`src/rtl/instr_fetch_if.sv`:
```
// rtl/instr_fetch_if.sv - fetch unit bus bundle: instruction memory side and downstream side
//
// Purpose: groups every handshake/bus signal of instr_fetch.
// Ports (signals):
//   imem_req, imem_addr[31:0]   fetch -> memory  read request / word address
//   imem_ack, imem_rdata[31:0]  memory -> fetch  data return
//   instr_valid, instr[31:0], op[5:0], funct[5:0], pc[31:0]
//                               fetch -> decode  held instruction
//   instr_ready, jump, branch_taken
//                               decode -> fetch  consume / redirect
// Modports: master = fetch unit, slave = memory + decode environment.
interface instr_fetch_if;
  logic        imem_req;
  logic [31:0] imem_addr;
  logic        imem_ack;
  logic [31:0] imem_rdata;
  logic        instr_valid;
  logic        instr_ready;
  logic [31:0] instr;
  logic [5:0]  op;
  logic [5:0]  funct;
  logic [31:0] pc;
  logic        jump;
  logic        branch_taken;

  modport master (
    output imem_req, imem_addr, instr_valid, instr, op, funct, pc,
    input  imem_ack, imem_rdata, instr_ready, jump, branch_taken
  );

  modport slave (
    input  imem_req, imem_addr, instr_valid, instr, op, funct, pc,
    output imem_ack, imem_rdata, instr_ready, jump, branch_taken
  );
endinterface

```
`src/rtl/instr_fetch.sv`:
```
// rtl/instr_fetch.sv - single-outstanding instruction fetch unit with jump/branch redirect
//
// Purpose: fetches one word at PC, holds it for decode until consumed, then
// moves PC to the sequential, branch or jump target.
// Ports:
//   clk            in   clock, rising edge
//   rst            in   synchronous active-high reset
//   bus            instr_fetch_if.master (memory request/return, held instruction,
//                  instr_ready, jump, branch_taken)
//   retired_count  out  32-bit retire counter, present only with IFETCH_PERF_EN
// Parameters: RESET_PC - PC loaded on reset.
// Optional feature macro: IFETCH_PERF_EN (adds retired_count).
module instr_fetch #(
  parameter logic [31:0] RESET_PC = 32'h0000_0000
) (
  input  logic                clk,
  input  logic                rst,
  instr_fetch_if.master       bus
`ifdef IFETCH_PERF_EN
  ,
  output logic [31:0]         retired_count
`endif
);

  localparam logic [1:0] IDLE  = 2'd0;
  localparam logic [1:0] FETCH = 2'd1;
  localparam logic [1:0] HOLD  = 2'd2;

  logic [1:0]  state;
  logic [31:0] pc_q;
  logic [31:0] instr_q;
  logic        retire;
  logic [31:0] pc4;
  logic [31:0] br_off;
  logic [31:0] next_pc;

  assign retire = (state == HOLD) && bus.instr_ready;
  assign pc4    = pc_q + 32'd4;
  // Word offset: sign-extended imm16 scaled by 4; adds wrap modulo 2^32.
  assign br_off = {{14{instr_q[15]}}, instr_q[15:0], 2'b00};

  // Jump has priority over branch when both are raised.
  always_comb begin
    next_pc = pc4;
    if (bus.jump)
      next_pc = {pc4[31:28], instr_q[25:0], 2'b00};
    else if (bus.branch_taken)
      next_pc = pc4 + br_off;
  end

  always_ff @(posedge clk) begin
    if (rst) begin
      state   <= IDLE;
      pc_q    <= RESET_PC;
      instr_q <= '0;
    end else begin
      case (state)
        IDLE: state <= FETCH;
        FETCH: begin
          if (bus.imem_ack) begin
            instr_q <= bus.imem_rdata;
            state   <= HOLD;
          end
        end
        HOLD: begin
          if (retire) begin
            pc_q  <= next_pc;
            state <= FETCH;
          end
        end
        default: state <= IDLE;
      endcase
    end
  end

`ifdef IFETCH_PERF_EN
  always_ff @(posedge clk) begin
    if (rst)
      retired_count <= '0;
    else if (retire)
      retired_count <= retired_count + 32'd1;
  end
`endif

  // Request and valid decode from disjoint states, so they never overlap.
  assign bus.imem_req    = (state == FETCH);
  assign bus.imem_addr   = pc_q;
  assign bus.instr_valid = (state == HOLD);
  assign bus.instr       = instr_q;
  assign bus.op          = instr_q[31:26];
  assign bus.funct       = instr_q[5:0];
  assign bus.pc          = pc_q;

endmodule

```
`src/flat_wrapper.sv`:
```
// flat-port wrapper written by rule: the top's interface ports become plain ports
module instr_fetch_flat 
#(
  parameter logic [31:0] RESET_PC = 32'h0000_0000
)
  (clk, rst, bus_imem_req, bus_imem_addr, bus_instr_valid, bus_instr, bus_op, bus_funct, bus_pc, bus_imem_ack, bus_imem_rdata, bus_instr_ready, bus_jump, bus_branch_taken);
  instr_fetch_if bus_i ();
  input  logic clk;
  input  logic rst;
  output wire logic [$bits(bus_i.imem_req)-1:0] bus_imem_req;
  output wire logic [$bits(bus_i.imem_addr)-1:0] bus_imem_addr;
  output wire logic [$bits(bus_i.instr_valid)-1:0] bus_instr_valid;
  output wire logic [$bits(bus_i.instr)-1:0] bus_instr;
  output wire logic [$bits(bus_i.op)-1:0] bus_op;
  output wire logic [$bits(bus_i.funct)-1:0] bus_funct;
  output wire logic [$bits(bus_i.pc)-1:0] bus_pc;
  input wire logic [$bits(bus_i.imem_ack)-1:0] bus_imem_ack;
  input wire logic [$bits(bus_i.imem_rdata)-1:0] bus_imem_rdata;
  input wire logic [$bits(bus_i.instr_ready)-1:0] bus_instr_ready;
  input wire logic [$bits(bus_i.jump)-1:0] bus_jump;
  input wire logic [$bits(bus_i.branch_taken)-1:0] bus_branch_taken;
  assign bus_imem_req = bus_i.imem_req;
  assign bus_imem_addr = bus_i.imem_addr;
  assign bus_instr_valid = bus_i.instr_valid;
  assign bus_instr = bus_i.instr;
  assign bus_op = bus_i.op;
  assign bus_funct = bus_i.funct;
  assign bus_pc = bus_i.pc;
  assign bus_i.imem_ack = bus_imem_ack;
  assign bus_i.imem_rdata = bus_imem_rdata;
  assign bus_i.instr_ready = bus_instr_ready;
  assign bus_i.jump = bus_jump;
  assign bus_i.branch_taken = bus_branch_taken;
  instr_fetch #(.RESET_PC(RESET_PC)) u_core (.clk(clk), .rst(rst), .bus(bus_i));
endmodule
```
`config.mk`:
```
export PLATFORM = sky130hd
export DESIGN_NAME = instr_fetch_flat
export DESIGN_NICKNAME = d
export VERILOG_FILES = /design/src/rtl/instr_fetch_if.sv /design/src/rtl/instr_fetch.sv /design/src/flat_wrapper.sv
export SDC_FILE = /design/constraint.sdc
export NUM_CORES = 1
export LEC_CHECK = 0
export ABC_AREA = 0
export BUFFER_PORTS_ARGS = -buffer_cell sky130_fd_sc_hd__buf_2
export CORE_MARGIN = 2
export CORE_UTILIZATION = 44
export CTS_BUF_LIST = sky130_fd_sc_hd__clkbuf_2
export CTS_CLUSTER_DIAMETER = 150
export DETAILED_ROUTE_END_ITERATION = 10
export PLACE_DENSITY = 0.69
export SETUP_SLACK_MARGIN = 0.1
export SYNTH_ARGS = -nofsm -noshare
export SYNTH_HDL_FRONTEND = slang
export SYNTH_SLANG_ARGS = --single-unit
```
`constraint.sdc`:
```
create_clock -name clk -period 4.8 [get_ports clk]
set_input_delay 0.72 -clock clk [delete_from_list [all_inputs] [get_ports clk]]
set_output_delay 0.72 -clock clk [all_outputs]
set_load 0.02 [all_outputs]
```
==> After elaboration in Yosys (flattened, before gate mapping) <==
Index checks and enable logic that the tools add are counted.
{ "word_totals": {"ff_bits": 66, "latchBits": 0, "ram_bits": 0, "romBits": 0, "out_inout_bits": 110, "wordCells": 19, "memories": 0} }
{ "classes": {"add_sub_neg": 2, "mul": 0, "n_div": 0, "magnitude_cmp": 0, "n_eq_ne": 4, "shifts": 0, "muxes": 5, "bitwise_logic": 0, "n_reduce_logical": 5} }
{ "op_table": {"columns": ["op", "count"], "rows": [
  ["two-way mux 32 bit", 2],
  ["adder 32 x 3 -> 32 bit (second input constant)", 1],
  ["adder 32 bit", 1],
  ["case mux 2 bit (3 select lines)", 1],
  ["AND reduction 2 bit", 3],
  ["two-way mux 2 bit", 2],
  ["!= test 2 x 1 -> 1 bit (second input constant)", 2],
  ["equality test 2 x 1 -> 1 bit (second input constant)", 1],
  ["equality test 2 bit (second input constant)", 1],
  ["zero test 2 bit", 1],
  ["logical AND 1 bit", 1]
]} }

==> Longest topological paths before layout <==
{ "depth": {"depth_word": 4, "ltp_mapped": 17} }

==> Least setup slack after synthesis <==
No wires, ideal clock.
{ "synth_path": {"path_kind": "flip-flop to flip-flop", "from": "reg u_core.pc_q[14], in the netlist u_core.bus.imem_addr[14]", "to": "reg u_core.pc_q[31], in the netlist u_core.bus.imem_addr[31]", "arrival_time_ns": 3.699, "slack_ns": 0.978, "stages_incl_launch_ff": 17, "n_path_buf": 1, "cell_sequence": "dfxtp_1 nand2_1 nor2_2 nand4_1 or3_1 buf_2 nor2_4 and3_1 xor2_1 ha_1 a21o_1 a21oi_1 nand4_1 or3_1 o311ai_1 mux2i_1 mux2_1"} }
{ "synth_between": {"elab_chain_len": 4} }
{ "synth_rtl": {"columns": ["element", "line_no", "source"], "rows": [
  ["start, declared", "instr_fetch.sv:30", "logic [31:0] pc_q;"],
  ["start signal, assigned", "instr_fetch.sv:67", "pc_q <= next_pc;"],
  ["adder 32 x 3 -> 32 bit *", "instr_fetch.sv:38", "assign pc4 = pc_q + 32'd4;"],
  ["adder 32 bit", "instr_fetch.sv:48", "next_pc = pc4 + br_off;"],
  ["two-way mux 32 bit", "instr_fetch.sv:47", "else if (bus.branch_taken)"],
  ["two-way mux 32 bit *", "instr_fetch.sv:45", "if (bus.jump)"]
]} }
Mark *: on every way between the ends. The rest lies on a longest branch, timed or not.
A chain may end at the register's enable or synchronous reset.

==> Final worst setup path <==
Same ends and word-level chain as after synthesis.

==> results.yml <==
outcome:
  status: "completed"
sta:
  finalCritPeriodShare_pct: 85.82
  report.final.slew_viol_count: 0
  clock_skew_ns: 0.03956
  finalHoldViolCount: 0
  worst_slew_pin_slew_ns: 1.103
  relSlewSlack_pct: 26.27
  min_period_ns: 4.119
  finalSetupViolCount: 0
  fmax_mhz: 242.8
  rsz0062_at_grt: "no"
  timing.setup.tns_ns: 0
clocking:
  cts.htree.levels: 3
  clock_latency_ns: 0.55
  clk_pin_slew_ns: 0.20
  cts_tree: "built"
  cts_buffers: 9
  ctsHoldBuffers: 0
  cts_root_buffer: "clkbuf_2"
  cts_sinks: 64
  post_cts_buffers: 0
  cts_resized: 0
  clock_path_buffers: 2
route:
  wl_per_cell_microns: 17.50
  totalWireLength_microns: 16310
  drt_first_pass_iters: 8
  ant_nets: 0
  post_drt_via_cell_ratio: 5.756
  via_count: 5365
  drc: 0
  drt_iter0_drc: 496
power:
  peakVddDrop_mv: 0.1544
  seqPwrFrac_pct: 48.7
  p_sw_share_pct: 32.71
  internal_power_uw: 788.8
  p_switching_uw: 383.5
  powerDensity_nw_per_um2: 199.6
  pwr-share-comb_pct: 18.5
  total_power_uw: 1172
  p_leak_uw: 0.002959
  clockPowerShare_pct: 32.7
min_path:
  min_path_cells: 3
  hold_path.class: "in -> reg"
  holdCritStartpoint: "bus_imem_rdata[8]"
yosys:
  synth_edf_count: 0
  synth-seq-cells: 64
  synth_area_sq_um: 5274
  synthTopCellsByArea: "dfxtp_1, ha_1, nand2_1, a21oi_1, buf_4"
  synth_top_area_share_pct: 24.29
  synthCells: 702
  ys_warn_count: 0
  postSynth.asyncResetShare_pct: 0
  seq_area_frac_synth_pct: 24.29
  ys_types: 69
  ys.flop_type: "dfxtp_1"
  yosysTopAreaCell: "dfxtp_1"
  avgSynthCellArea_sq_um: 7.513
critical_path:
  crit_path_start: "u_core.bus.imem_addr[14]$_SDFFE_PP0P_"
  r2r_setup_slack_ns: 0.68
  crit_path_end_kind: "flop"
  worst_setup_path_start_kind: "flop"
  critPathKind: "reg -> reg"
  timing.rr.start: "u_core.bus.imem_addr[14]$_SDFFE_PP0P_"
  cpPeakStageDelay_ns: 0.57
  cp.required_ns: 5.25
  critPathBufInv: 0
  cp-endpoint: "u_core.bus.imem_addr[31]$_SDFFE_PP0P_"
  crit_family: "simple AND/OR/NAND/NOR gates"
  worstRegToRegCells: 15
  crit_chain: "nand2_1, nor2_2, nand4_1, or3_1, nor2_4, and3_1, xor2_1, ha_1, a21o_1, a21oi_1, nand4_1, or3_1, o311ai_1, mux2i_1, mux2_1"
  cp_num_cells: 15
  cp.arrival_ns: 4.57
  critPathSlowestCell: "or3_1"
  r2r-end: "u_core.bus.imem_addr[31]$_SDFFE_PP0P_"
  path_max_fanout: 7
final_layout:
  fillers: 1169
  nets: 859
  drive_gt1_share_pct: 22.59
  areaGrowthSynthToFinish_pct: 11.34
  regArea_sq_um: 1281
  multi_input_area_sq_um: 3472
placement:
  place_congestion: 0.9901
  port_buffers: 143
  hpwl_microns: 12420
floorplan:
  io_pins: 148
  chipHeight_microns: 113.5
  initial_core_util_pct: 45.60
  die-area_sq_um: 12880
  dieWidth_microns: 113.5
  fp.coreArea_sq_um: 11560
  rows: 39
global_routing:
  antenna_found_initial: 1
  first_global_vias: 4895
  overflow: 0
  track_usage_pct: 25.24
  grt_max_degree: 60
  grt_pass1_wl_microns: 25790
run:
  max_cap_viol_count: 0
[final cells by class]
| cell class | count | area share [%] |
|---|---|---|
| sequential | 64 | 21.82 |
| antenna | 1 | 0.04262 |
| tap | 143 | 3.047 |
| multi-input combinational | 547 | 59.13 |
| clock buffer | 9 | 0.7671 |
| inverter | 12 | 0.7671 |
| timing repair buffer | 149 | 12.96 |
| clock inverter | 7 | 1.470 |
[sequential cells by signal, indices dropped and copies added, names as in the netlist]
| signal | count |
|---|---|
| u_core.bus.instr | 32 |
| u_core.state | 2 |
| u_core.bus.imem_addr | 30 |
[power groups by stage]
| stage | combinational (uW) | sequential [uW] | clock, uW |
|---|---|---|---|
| finish | 217 | 571 | 384 |
| global route | 238 | 574 | 410 |
| CTS | 216 | 571 | 387 |
| detailed placement | 215 | 581 | 0 |
| global placement | 212 | 580 | 0 |
| floorplan | 137 | 595 | 0 |
[how the worst min path moves through the flow]
stage / end / slack, ns
finish: u_core.bus.instr[8]$_SDFFE_PP0P_ / 0.38
global route: u_core.bus.instr[23]$_SDFFE_PP0P_ / 0.35
CTS: u_core.bus.instr[25]$_SDFFE_PP0P_ / 0.36
detailed placement: u_core.bus.instr[23]$_SDFFE_PP0P_ / 0.46
global placement: u_core.bus.instr[26]$_SDFFE_PP0P_ / 0.45
floorplan: u_core.state[0]$_SDFFE_PP0P_ / 0.51
[cells in the mapped netlist (3+ instances only)]
cell        n
o41ai_1     3
a21oi_2     5
o21ai_1     7
dfxtp_1    64
nand3_1    21
ha_1       37
mux2i_1     6
o21ai_0    15
o311a_1     4
and2_1      3
nor2_1     48
nor3_1     17
nand2b_1    6
o21a_1      9
nand4_1    14
inv_1      11
a21o_1     28
buf_1       3
clkbuf_1   28
buf_2       5
xnor2_1    21
nand2_1   115
a21oi_1    72
o22a_1      3
nor2b_1     7
a211oi_1    8
a32o_1      5
xor2_1     22
and3_1      8
o211ai_1    4
buf_4      46
and4_1      7
or3_1       4
a31oi_1     3
[through the flow]
step	setup WS [ns]	hold slack (ns)	instance area (sq um)	utilization [%]	cells
2_1_floorplan	0.9780	0.5053	5285	-	705
3_3_place_gp	0.9215	0.4510	5738	49.62	915
3_5_place_dp	0.7410	0.4618	5738	49.62	915
4_1_cts	0.7147	0.3642	5869	50.75	931
5_1_grt	0.3452	0.3453	5872	50.77	932
6_report	0.6807	0.3829	5872	50.77	932
[tightest hold or removal path: cells and delay by family]
| family | cells | cell delay, ns |
|---|---|---|
| buffers and inverters | 1 | 0.10 |
| AOI/OAI and AO/OA | 1 | 0.05 |
| and+or+nand+nor | 1 | 0.04 |
[kinds of logic after synthesis]
| family | after synthesis | share of synthesized area (%) |
|---|---|---|
| and+or+nand+nor | 263 | 23.27 |
| AOI/OAI and AO/OA | 192 | 24.63 |
| buffers and inverters | 94 | 10.08 |
| DFF | 64 | 24.29 |
| xor gates and xnor gates | 43 | 7.141 |
| adders and majority gates | 38 | 9.158 |
| muxes | 7 | 1.352 |
| other | 1 | 0.07111 |
[metal layers]
metal  vias to the layer above  wire length, microns  global-route usage [%]
li1                       2608                     -                       -
met1                      2526                  7688                   36.13
met2                       212                  7094                   37.64
met3                        19                  1302                   6.270
met4                         0                   223                   7.317
met5                         -                     0                       0
[cell usage in the layout, fill, tap and decap left out, drive strengths merged, types with 9 or more instances in the layout]
| master | synthesis | final |
|---|---|---|
| a211oi | 9 | 9 |
| a21o | 28 | 28 |
| a21oi | 77 | 77 |
| and3 | 9 | 9 |
| buf | 54 | 149 |
| clkbuf | 28 | 9 |
| dfxtp | 64 | 64 |
| ha | 37 | 37 |
| inv | 12 | 12 |
| nand2 | 115 | 115 |
| nand3 | 21 | 21 |
| nand4 | 14 | 14 |
| nor2 | 50 | 50 |
| nor3 | 18 | 18 |
| o21a | 9 | 9 |
| o21ai | 24 | 24 |
| xnor2 | 21 | 21 |
| xor2 | 22 | 22 |
Power figures use the tool's default switching activity.
